$ cat src/rtl/vdp18_pkg.sv
// Shared types for the VDP18 pattern fetch: VRAM access kinds, display modes
// and the per-mode slot sequences of one fetch cell.
package vdp18_pkg;

  typedef enum logic [1:0] {
    OPMODE_GRAPH1 = 2'd0,
    OPMODE_GRAPH2 = 2'd1,
    OPMODE_MULTIC = 2'd2,
    OPMODE_TEXTM  = 2'd3
  } opmode_t;

  typedef enum logic [2:0] {
    AC_NONE = 3'd0,
    AC_PNT  = 3'd1,
    AC_PCT  = 3'd2,
    AC_PGT  = 3'd3,
    AC_CPU  = 3'd4
  } access_t;

  localparam int unsigned SEQ_LEN_GRAPH  = 4;
  localparam int unsigned SEQ_LEN_TEXTM  = 3;
  localparam int unsigned SEQ_LEN_MULTIC = 4;

  function automatic logic [1:0] seq_last_slot(input opmode_t mode);
    case (mode)
      OPMODE_TEXTM:  seq_last_slot = 2'(SEQ_LEN_TEXTM - 1);
      OPMODE_MULTIC: seq_last_slot = 2'(SEQ_LEN_MULTIC - 1);
      default:       seq_last_slot = 2'(SEQ_LEN_GRAPH - 1);
    endcase
  endfunction

  // AC_CPU here marks a CPU slot; the sequencer demotes it to AC_NONE when idle.
  function automatic access_t seq_slot_type(input opmode_t mode, input logic [1:0] slot);
    seq_slot_type = AC_CPU;
    case (mode)
      OPMODE_TEXTM, OPMODE_MULTIC: begin
        case (slot)
          2'd0:    seq_slot_type = AC_PNT;
          2'd1:    seq_slot_type = AC_PGT;
          default: seq_slot_type = AC_CPU;
        endcase
      end
      default: begin
        case (slot)
          2'd0:    seq_slot_type = AC_PNT;
          2'd1:    seq_slot_type = AC_PCT;
          2'd2:    seq_slot_type = AC_PGT;
          default: seq_slot_type = AC_CPU;
        endcase
      end
    endcase
  endfunction

endpackage

$ cat src/rtl/vdp18_pat_fetch_if.sv
// CPU request/grant handshake and VRAM access bus of the pattern fetch.
// slave = fetch unit, master = CPU requester / VRAM side.
interface vdp18_pat_fetch_if;
  import vdp18_pkg::*;

  logic        cpu_req_i;
  logic [13:0] cpu_addr_i;
  logic        cpu_ack_o;
  access_t     access_type_o;
  logic [13:0] vram_a_o;
  logic        vram_ce_o;

  modport master (
    output cpu_req_i, cpu_addr_i,
    input  cpu_ack_o, access_type_o, vram_a_o, vram_ce_o
  );

  modport slave (
    input  cpu_req_i, cpu_addr_i,
    output cpu_ack_o, access_type_o, vram_a_o, vram_ce_o
  );
endinterface

$ cat src/rtl/vdp18_pat_addr.sv
// Combinational VRAM address formation for the registered slot type.
// Vectors are descending; bit 0 of the original MSB-first numbering is the MSB here.
module vdp18_pat_addr
  import vdp18_pkg::*;
(
  input  access_t           access_i,
  input  opmode_t           opmode_i,
  input  logic signed [8:0] num_line_i,
  input  logic [3:0]        reg_ntb_i,
  input  logic [7:0]        reg_ctb_i,
  input  logic [2:0]        reg_pgb_i,
  input  logic [9:0]        pat_table_i,
  input  logic [7:0]        pat_name_i,
  input  logic [13:0]       cpu_addr_i,
  output logic [13:0]       vram_a_o
);

  logic [12:0] g2_idx;
  logic        unused_line_bits;

  // GRAPH2 splits the screen in thirds: line MSBs select the table third.
  assign g2_idx = {num_line_i[7:6], pat_name_i, num_line_i[2:0]};
  assign unused_line_bits = ^{num_line_i[8], num_line_i[5]};

  always_comb begin
    vram_a_o = '0;
    case (access_i)
      AC_PNT: vram_a_o = {reg_ntb_i, pat_table_i};
      AC_PCT: begin
        if (opmode_i == OPMODE_GRAPH2)
          vram_a_o = {reg_ctb_i[7], g2_idx & {reg_ctb_i[6:0], 6'h3F}};
        else
          vram_a_o = {reg_ctb_i, 1'b0, pat_name_i[7:3]};
      end
      AC_PGT: begin
        case (opmode_i)
          OPMODE_GRAPH2: vram_a_o = {reg_pgb_i[2], g2_idx & {reg_pgb_i[1:0], 11'h7FF}};
          OPMODE_MULTIC: vram_a_o = {reg_pgb_i, pat_name_i, num_line_i[4:2]};
          default:       vram_a_o = {reg_pgb_i, pat_name_i, num_line_i[2:0]};
        endcase
      end
      AC_CPU:  vram_a_o = cpu_addr_i;
      default: vram_a_o = '0;
    endcase
  end

endmodule

$ cat src/rtl/vdp18_pat_fetch.sv
// VRAM slot sequencer and CPU grant handshake for the VDP18 pattern fetch.
// Macro VDP18_MULTIC_EN enables the dedicated MULTIC sequence; otherwise MULTIC fetches as GRAPH1.
//
// slot | meaning (GRAPH1/2)  | TEXTM    | MULTIC
//   0  | PNT, latch opmode   | PNT      | PNT
//   1  | PCT                 | PGT      | PGT
//   2  | PGT                 | CPU,wrap | CPU
//   3  | CPU, wrap           | -        | CPU, wrap
module vdp18_pat_fetch
  import vdp18_pkg::*;
(
  input  logic              clk_i,
  input  logic              reset_i,
  input  logic              clk_en_acc_i,
  input  opmode_t           opmode_i,
  input  logic signed [8:0] num_line_i,
  input  logic              hor_active_i,
  input  logic [3:0]        reg_ntb_i,
  input  logic [7:0]        reg_ctb_i,
  input  logic [2:0]        reg_pgb_i,
  input  logic [9:0]        pat_table_i,
  input  logic [7:0]        pat_name_i,
  vdp18_pat_fetch_if.slave  bus_io
);

  localparam logic [1:0] SLOT_0 = 2'd0;

  logic [1:0]  slot_q, slot_d;
  opmode_t     opmode_q, opmode_d;
  access_t     access_q, access_d;
  logic [13:0] cpu_addr_q, cpu_addr_d;
  logic        ack_q, ack_d;
  logic        ce_q, ce_d;
  opmode_t     mode_in, mode_cell;
  access_t     slot_kind;
  logic [13:0] vram_a;

  always_comb begin
    mode_in = opmode_i;
`ifndef VDP18_MULTIC_EN
    if (opmode_i == OPMODE_MULTIC) mode_in = OPMODE_GRAPH1;
`endif
  end

  // Slot 0 already runs under the mode being latched at this edge.
  assign mode_cell = (slot_q == SLOT_0) ? mode_in : opmode_q;

  always_comb begin
    slot_d     = slot_q;
    opmode_d   = opmode_q;
    access_d   = access_q;
    cpu_addr_d = cpu_addr_q;
    ack_d      = 1'b0;
    ce_d       = 1'b0;
    slot_kind  = AC_NONE;
    if (clk_en_acc_i) begin
      if (slot_q == SLOT_0) opmode_d = mode_in;
      if (hor_active_i) begin
        slot_kind = seq_slot_type(mode_cell, slot_q);
        slot_d    = (slot_q == seq_last_slot(mode_cell)) ? SLOT_0 : slot_q + 2'd1;
      end else begin
        slot_kind = AC_CPU;
      end
      if (slot_kind == AC_CPU && !bus_io.cpu_req_i) slot_kind = AC_NONE;
      access_d = slot_kind;
      ce_d     = (slot_kind != AC_NONE);
      if (slot_kind == AC_CPU) begin
        ack_d      = 1'b1;
        cpu_addr_d = bus_io.cpu_addr_i;
      end
    end
    if (!hor_active_i) slot_d = SLOT_0;
  end

  always_ff @(posedge clk_i or posedge reset_i) begin
    if (reset_i) begin
      slot_q     <= SLOT_0;
      opmode_q   <= OPMODE_GRAPH1;
      access_q   <= AC_NONE;
      cpu_addr_q <= '0;
      ack_q      <= 1'b0;
      ce_q       <= 1'b0;
    end else begin
      slot_q     <= slot_d;
      opmode_q   <= opmode_d;
      access_q   <= access_d;
      cpu_addr_q <= cpu_addr_d;
      ack_q      <= ack_d;
      ce_q       <= ce_d;
    end
  end

  vdp18_pat_addr u_addr (
    .access_i    (access_q),
    .opmode_i    (opmode_q),
    .num_line_i  (num_line_i),
    .reg_ntb_i   (reg_ntb_i),
    .reg_ctb_i   (reg_ctb_i),
    .reg_pgb_i   (reg_pgb_i),
    .pat_table_i (pat_table_i),
    .pat_name_i  (pat_name_i),
    .cpu_addr_i  (cpu_addr_q),
    .vram_a_o    (vram_a)
  );

  assign bus_io.cpu_ack_o     = ack_q;
  assign bus_io.vram_ce_o     = ce_q;
  assign bus_io.access_type_o = access_q;
  assign bus_io.vram_a_o      = vram_a;

endmodule

$ cat src/flat_wrapper.sv
// flat-port wrapper written by rule: the top's interface ports become plain ports
module vdp18_pat_fetch_flat import vdp18_pkg::*;
  (clk_i, reset_i, clk_en_acc_i, opmode_i, num_line_i, hor_active_i, reg_ntb_i, reg_ctb_i, reg_pgb_i, pat_table_i, pat_name_i, bus_io_cpu_req_i, bus_io_cpu_addr_i, bus_io_cpu_ack_o, bus_io_access_type_o, bus_io_vram_a_o, bus_io_vram_ce_o);
  vdp18_pat_fetch_if bus_io_i ();
  input  logic clk_i;
  input  logic reset_i;
  input  logic clk_en_acc_i;
  input  opmode_t opmode_i;
  input  logic signed [8:0] num_line_i;
  input  logic hor_active_i;
  input  logic [3:0] reg_ntb_i;
  input  logic [7:0] reg_ctb_i;
  input  logic [2:0] reg_pgb_i;
  input  logic [9:0] pat_table_i;
  input  logic [7:0] pat_name_i;
  input wire logic [$bits(bus_io_i.cpu_req_i)-1:0] bus_io_cpu_req_i;
  input wire logic [$bits(bus_io_i.cpu_addr_i)-1:0] bus_io_cpu_addr_i;
  output wire logic [$bits(bus_io_i.cpu_ack_o)-1:0] bus_io_cpu_ack_o;
  output wire logic [$bits(bus_io_i.access_type_o)-1:0] bus_io_access_type_o;
  output wire logic [$bits(bus_io_i.vram_a_o)-1:0] bus_io_vram_a_o;
  output wire logic [$bits(bus_io_i.vram_ce_o)-1:0] bus_io_vram_ce_o;
  assign bus_io_i.cpu_req_i = bus_io_cpu_req_i;
  assign bus_io_i.cpu_addr_i = bus_io_cpu_addr_i;
  assign bus_io_cpu_ack_o = bus_io_i.cpu_ack_o;
  assign bus_io_access_type_o = bus_io_i.access_type_o;
  assign bus_io_vram_a_o = bus_io_i.vram_a_o;
  assign bus_io_vram_ce_o = bus_io_i.vram_ce_o;
  vdp18_pat_fetch u_core (.clk_i(clk_i), .reset_i(reset_i), .clk_en_acc_i(clk_en_acc_i), .opmode_i(opmode_i), .num_line_i(num_line_i), .hor_active_i(hor_active_i), .reg_ntb_i(reg_ntb_i), .reg_ctb_i(reg_ctb_i), .reg_pgb_i(reg_pgb_i), .pat_table_i(pat_table_i), .pat_name_i(pat_name_i), .bus_io(bus_io_i));
endmodule
$ cat config.mk
export PLATFORM = sky130hd
export DESIGN_NAME = vdp18_pat_fetch_flat
export DESIGN_NICKNAME = d
export VERILOG_FILES = /design/src/rtl/vdp18_pkg.sv /design/src/rtl/vdp18_pat_fetch_if.sv /design/src/rtl/vdp18_pat_addr.sv /design/src/rtl/vdp18_pat_fetch.sv /design/src/flat_wrapper.sv
export SDC_FILE = /design/constraint.sdc
export NUM_CORES = 1
export LEC_CHECK = 0
export BUFFER_PORTS_ARGS = -buffer_cell sky130_fd_sc_hd__buf_2
export CORE_UTILIZATION = 51
export CTS_BUF_LIST = sky130_fd_sc_hd__clkbuf_8
export DETAILED_ROUTE_END_ITERATION = 8
export PLACE_DENSITY = 0.9
export SETUP_SLACK_MARGIN = 0.1
export SYNTH_ARGS = -nofsm -noshare
export SYNTH_HDL_FRONTEND = slang
export SYNTH_SLANG_ARGS = --single-unit
$ cat constraint.sdc
create_clock -name clk_i -period 4.3 [get_ports clk_i]
set_clock_uncertainty 0.1 [all_clocks]
set_input_delay 0.645 -clock clk_i [delete_from_list [all_inputs] [get_ports clk_i]]
set_output_delay 0.645 -clock clk_i [all_outputs]
set_load 0.05 [all_outputs]
Word level (Yosys, flattened, before mapping)
Index checks and enable logic that the tools add are counted.
{"block": "classes", "n_eq_ne": 15, "n_mux": 21, "bitwise_logic": 2, "n_addsub": 1, "n_reduce_logical": 6}
{"op": "one-hot mux 14 bit (4 select lines)", "count": 1}
{"op": "bitwise AND 13 bit", "count": 2}
{"op": "one-hot mux 13 bit (2 select lines)", "count": 1}
{"op": "two-way mux 3 bit", "count": 5}
{"op": "two-way mux 2 bit", "count": 7}
{"op": "two-way mux 13 bit", "count": 1}
{"op": "equality test 2 bit (second input constant)", "count": 5}
{"op": "equality test 3 bit (second input constant)", "count": 3}
{"op": "one-hot mux 3 bit (3 select lines)", "count": 1}
{"op": "equality test 3 x 2 -> 1 bit (second input constant)", "count": 2}
{"op": "one-hot mux 3 bit (2 select lines)", "count": 1}
{"op": "equality test 2 x 1 -> 1 bit (second input constant)", "count": 2}
{"op": "two-way mux 1 bit", "count": 4}
{"op": "equality test 3 x 1 -> 1 bit (second input constant)", "count": 1}
{"op": "nonzero test 3 bit", "count": 1}
{"op": "adder 2 x 1 -> 2 bit (second input constant)", "count": 1}
{"op": "equality test 2 bit", "count": 1}
{"op": "zero test 2 bit", "count": 1}
{"op": "!= test 2 bit (second input constant)", "count": 1}
{"op": "AND reduction 2 bit", "count": 1}
{"op": "OR reduction 2 bit", "count": 1}
{"op": "logical AND 1 bit", "count": 1}
{"op": "zero test 1 bit", "count": 1}
{"block": "totals", "input_bits": 63, "ff_bits": 23, "out_inout_bits": 19}

Longest topological paths before layout
{"block": "depth", "depth_word": 15, "depth_mapped": 8, "depth_no_buf": 7}

Modules after synthesis
A second synthesis with hierarchy kept.
{"block": "unflattened", "hier_cells": 181, "area_unflattened_um2": 1835.5}
{"mod": "vdp18_pat_fetch", "area_per_inst_um2": 1158.6, "instances": 1, "cells_each": 92}
{"mod": "vdp18_pat_addr", "area_per_inst_um2": 676.9, "instances": 1, "cells_each": 89}

Worst setup path after synthesis
Ideal clock, no wire load.
{"block": "synth_path", "path_type": "register -> output", "from": "register u_core.access_q[1], in the netlist u_core.bus_io.access_type_o[1]", "to": "output port bus_io_vram_a_o[10]", "required_time_ps": 3555, "path_stages_with_launch": 5, "t_arrival_ps": 2431, "n_path_buf": 2, "slack_ps": 1124, "path_cell_list": "dfrtp_1 clkbuf_1 clkbuf_1 mux2i_1 o21ai_0"}
{"block": "synth_via", "elab_chain_cells": 2, "elab_cells_between_ends": 5, "cone_classes": "eq/ne (4); mux (1)"}
{"item": "start: declaration", "line_no": "vdp18_pat_fetch.sv:30", "text": "access_t access_q, access_d;"}
{"item": "start signal: assignment", "line_no": "vdp18_pat_fetch.sv:86", "text": "access_q <= access_d;"}
{"item": "equality test 3 bit (tied with other cells)", "line_no": "vdp18_pat_addr.sv:27", "text": "case (access_i)"}
{"item": "one-hot mux 14 bit (4 select lines) (*)", "line_no": "vdp18_pat_addr.sv:27"}
{"item": "end: declaration", "line_no": "flat_wrapper.sv:20", "text": "output wire logic [$bits(bus_io_i.vram_a_o)-1:0] bus_io_vram_a_o;"}
Every way passes the cells marked *; elsewhere a longest branch is shown, timed or not.

Worst setup path after layout
{"block": "layout_path", "from": "register u_core.access_q[1], in the netlist u_core.bus_io.access_type_o[1]", "to": "output port bus_io_vram_a_o[2]"}
Same word-level chain as after synthesis.

==> results.md <==
- Run status: complete, no violations
- Largest incremental delay on the critical path: 0.74 ns
- Number of endpoints failing setup at the final stage: 0
- Clk Latency, worst-skew pair: between 0.2 and 0.3 ns
- Sequential Power Share: 0.370
- Sort of element at the start of the critical path: register
- Switching share of power: 0.4325
- Number of flops mapped to enable cells by yosys: 0
- Top fanout value on the critical path: 18
- Residual overflow from global routing: 0
- DRC: 0
- Starting Density: 0.5414
- Met3 GRT Util: 0.02418
- Die Span X: 58.93 um
- Fraction of registers with async set/reset: 1.000
- R2R cell count: 7
- Quantity of I/O buffers inserted on ports: 79
- Syn. warnings: 0
- Critical register-to-register path startpoint: u_core.slot_q[0]
- Routed wire length per instance: 14.68 um
- Synth unique cells: 30
- Net Count, Synth: 242
- # Post-CTS Setup Buffers: 0
- Final ANT Viol Nets: 0
- Finished Layout Cells: 293
- Number of buffers inserted by hold repair at cts: 0
- Data arrival, critical path: 2.29 ns
- Total of max-cap violations: 0
- TritonCTS clock tree: done
- Routed vias/inst: 5.686
- Setup repair after global routing missed its margin: false
- Area of the mapped netlist: 1653 um2
- Post-layout minimum cycle time: a little over 3 ns
- Cell taking the most area after synthesis: sky130_fd_sc_hd__dfrtp_1
- Finished Core Util: 0.6902
- Combinational fraction of design power: 0.476
- Number of levels in the clock H-tree: 1
- Pin count of the biggest net entering global routing: 24
- Critical R2R Capture: u_core.cpu_addr_q[5]
- Actual transition at the worst max-transition pin: 0.8625 ns
- Area fraction of the dominant cell type after synthesis: 0.3482
- Kind of critical path: reg2out
- Layout Nets: 319
- Cts bufs inserted: 3
- Final hold violation count: 0
- Share of layout cells above drive strength 1: 0.4217
- Area Growth Syn to Fin: 27.48%
- Ranking of synthesized cells by instance count: 23 x sky130_fd_sc_hd__dfrtp_1, 18 x sky130_fd_sc_hd__nand2_1, 15 x sky130_fd_sc_hd__nor2_1
- Fraction of met2 tracks used by global routing: 0.4269
- Net load switching power: 0.3803 mW
- Sequential area share after synthesis: 0.3482
- Maximum clock rate: 329.6 MHz
- Count of cells resized by post-cts repair: 0
- Top Ports: 82
- Busiest layer in global routing: met2
- Area contributors post-synth: sky130_fd_sc_hd__dfrtp_1 35%, sky130_fd_sc_hd__mux2_4 8.2%, sky130_fd_sc_hd__mux2_2 5.5%
- Dpl cells: 289
- Path class of the lowest-slack min-delay path: reg2reg
- Number of instances in the synthesized netlist: 173
- Launch point of the critical path: u_core.bus_io.access_type_o[1]
- Wire length of the first global-routing pass: between 6 and 7 mm
- Core Region: between 3000 and 4000 um2
- Crit path capture type: primary output
- Mean cell area of the mapped netlist: around 9.6 um2
- Slack of the worst reg-to-reg path: about 2.0 ns
- Flip-flop and latch count after synthesis: 23
- Cells along the critical path: nand2_1 > nor3_1 > a22oi_1 > o211ai_1 > buf_2
- Max-Slew Margin vs Limit: 0.4243
- Drt first-iter violations: 170
- Power share of the clock group: 0.154
- Static leakage: 1.023 nW
- Setup TNS: 0 ns
- Vias: 1666
- Maximum resistive drop on vdd: a little over 200 uV
- TritonCTS sink count: 23
- Initial antenna violation count: 0
- Sum of internal, switching and leakage power: between 0.8 and 0.9 mW
- Clock-pin transition on the worst setup and hold timing paths: roughly 0.08 ns
- Worst Setup EP: bus_io_vram_a_o[2]
- Max stage delay cell, worst path: sky130_fd_sc_hd__dfrtp_1
- RePlAce Congestion: 0.9036
- Dominant cell by count in the synthesized netlist: sky130_fd_sc_hd__dfrtp_1
- Wire length reported by the detailed router: between 4 and 5 mm
- Min Hold Slack: roughly 0.41 ns
- Dominant register cell in the synthesized netlist: sky130_fd_sc_hd__dfrtp_1
- Cell area power density: 417.4 nW/um2
- Dpl hpwl: between 3 and 4 mm
- Height of the die: 58.93 um
- Diode count: 0
- Maximum number of buffers from clock root to sink: 2
- Fin. max-slew vios: 0
- Count of standard-cell rows: 20
- Total die area: around 3500 um2
- # fillers: about 260
- Final worst-path cycle share: 0.7057
- CP required: 3.56 ns
- Grt met1 use: 0.3445
- Clock tree root driver cell: sky130_fd_sc_hd__clkbuf_8
- First drt pass iteration count: 4
- Overall routing resource usage: 0.2568
- Number of global-route vias before repair: between 1500 and 2000
- Internal power component: 0.4990 mW
## worst min-delay path by stage
stage,from,to,cells after the start,slack [ns]
after CTS,u_core.cpu_addr_q[7],u_core.cpu_addr_q[7],1,0.42
after global routing,u_core.cpu_addr_q[10],u_core.cpu_addr_q[10],1,0.44
final,u_core.cpu_addr_q[7],u_core.cpu_addr_q[7],1,0.41
after detailed placement,u_core.cpu_addr_q[0],u_core.cpu_addr_q[0],1,0.39
after global placement,u_core.cpu_addr_q[6],u_core.cpu_addr_q[6],1,0.39
after floorplan,u_core.cpu_addr_q[4],u_core.cpu_addr_q[4],1,0.38
## cells in the final DEF, fill, tap and decap left out, types with 8 or more instances in the layout
cell type                 Yosys  layout
sky130_fd_sc_hd__a21oi_1      9       9
sky130_fd_sc_hd__mux2_2       8       8
sky130_fd_sc_hd__a32oi_1     10      10
sky130_fd_sc_hd__dfrtp_1     23      23
sky130_fd_sc_hd__nor2_1      15      15
sky130_fd_sc_hd__nand2_1     18      18
sky130_fd_sc_hd__mux2i_1      8       8
sky130_fd_sc_hd__buf_2        0      79
sky130_fd_sc_hd__a22oi_1      8       8
sky130_fd_sc_hd__mux2_4       9       9
sky130_fd_sc_hd__inv_1       10      10
## per-stage QoR
step                worst slack [ns]  cell area (um2)
global route                   1.146             2107
floorplan                      1.124             1653
detailed placement             1.631             2061
finish                         1.266             2107
global placement               1.628             2061
CTS                            1.317             2107
## worst max-delay path, delay by kind of cell (launching register included)
family / cells / cell delay (ns)
flops: 1 / 0.74
simple gates: 2 / 0.72
buf+inv: 1 / 0.29
compound gates: 2 / 0.26
## kinds of logic after synthesis
kind of cell | share of synthesized area
fa+ha+maj | 0.04542
buf+inv | 0.04845
flops | 0.3482
mux | 0.1847
compound gates | 0.2392
xor+xnor | 0.005300
simple gates | 0.1287
## power by group through the flow
stage                     logic (mW)  clock network, mW  registers [mW]
after floorplan                0.321                  0           0.322
after global placement         0.409                  0           0.326
after detailed placement       0.416                  0           0.328
after CTS                      0.418              0.138           0.324
after global routing           0.447              0.152           0.332
final                          0.418              0.136           0.325
## metal layers
metal / up-vias / part of all wire
met4: 0 / 0.017
met5: - / 0
li1: 793 / -
met2: 79 / 0.49
met1: 785 / 0.43
met3: 9 / 0.064
## sequential cells by signal (all words and copies together), names as in the netlist
| signal | count |
|---|---|
| u_core.bus_io.access_type_o | 3 |
| u_core.cpu_addr_q | 14 |
| u_core.slot_q | 2 |
| u_core.opmode_q | 2 |
| u_core.bus_io.vram_ce_o | 1 |
| u_core.bus_io.cpu_ack_o | 1 |
## cell type report
cell class                      count  area (um2)  area share
Multi-Input combinational cell    133       997.2      0.4733
Clock buffer                        3       41.29     0.01960
Clock inverter                      1       5.005    0.002375
Inverter                           10       37.54     0.01781
Timing Repair Buffer               79       395.4      0.1876
Tap cell                           44       55.05     0.02613
Sequential cell                    23       575.6      0.2732
Note: power is estimated with default switching activity, not from simulation.
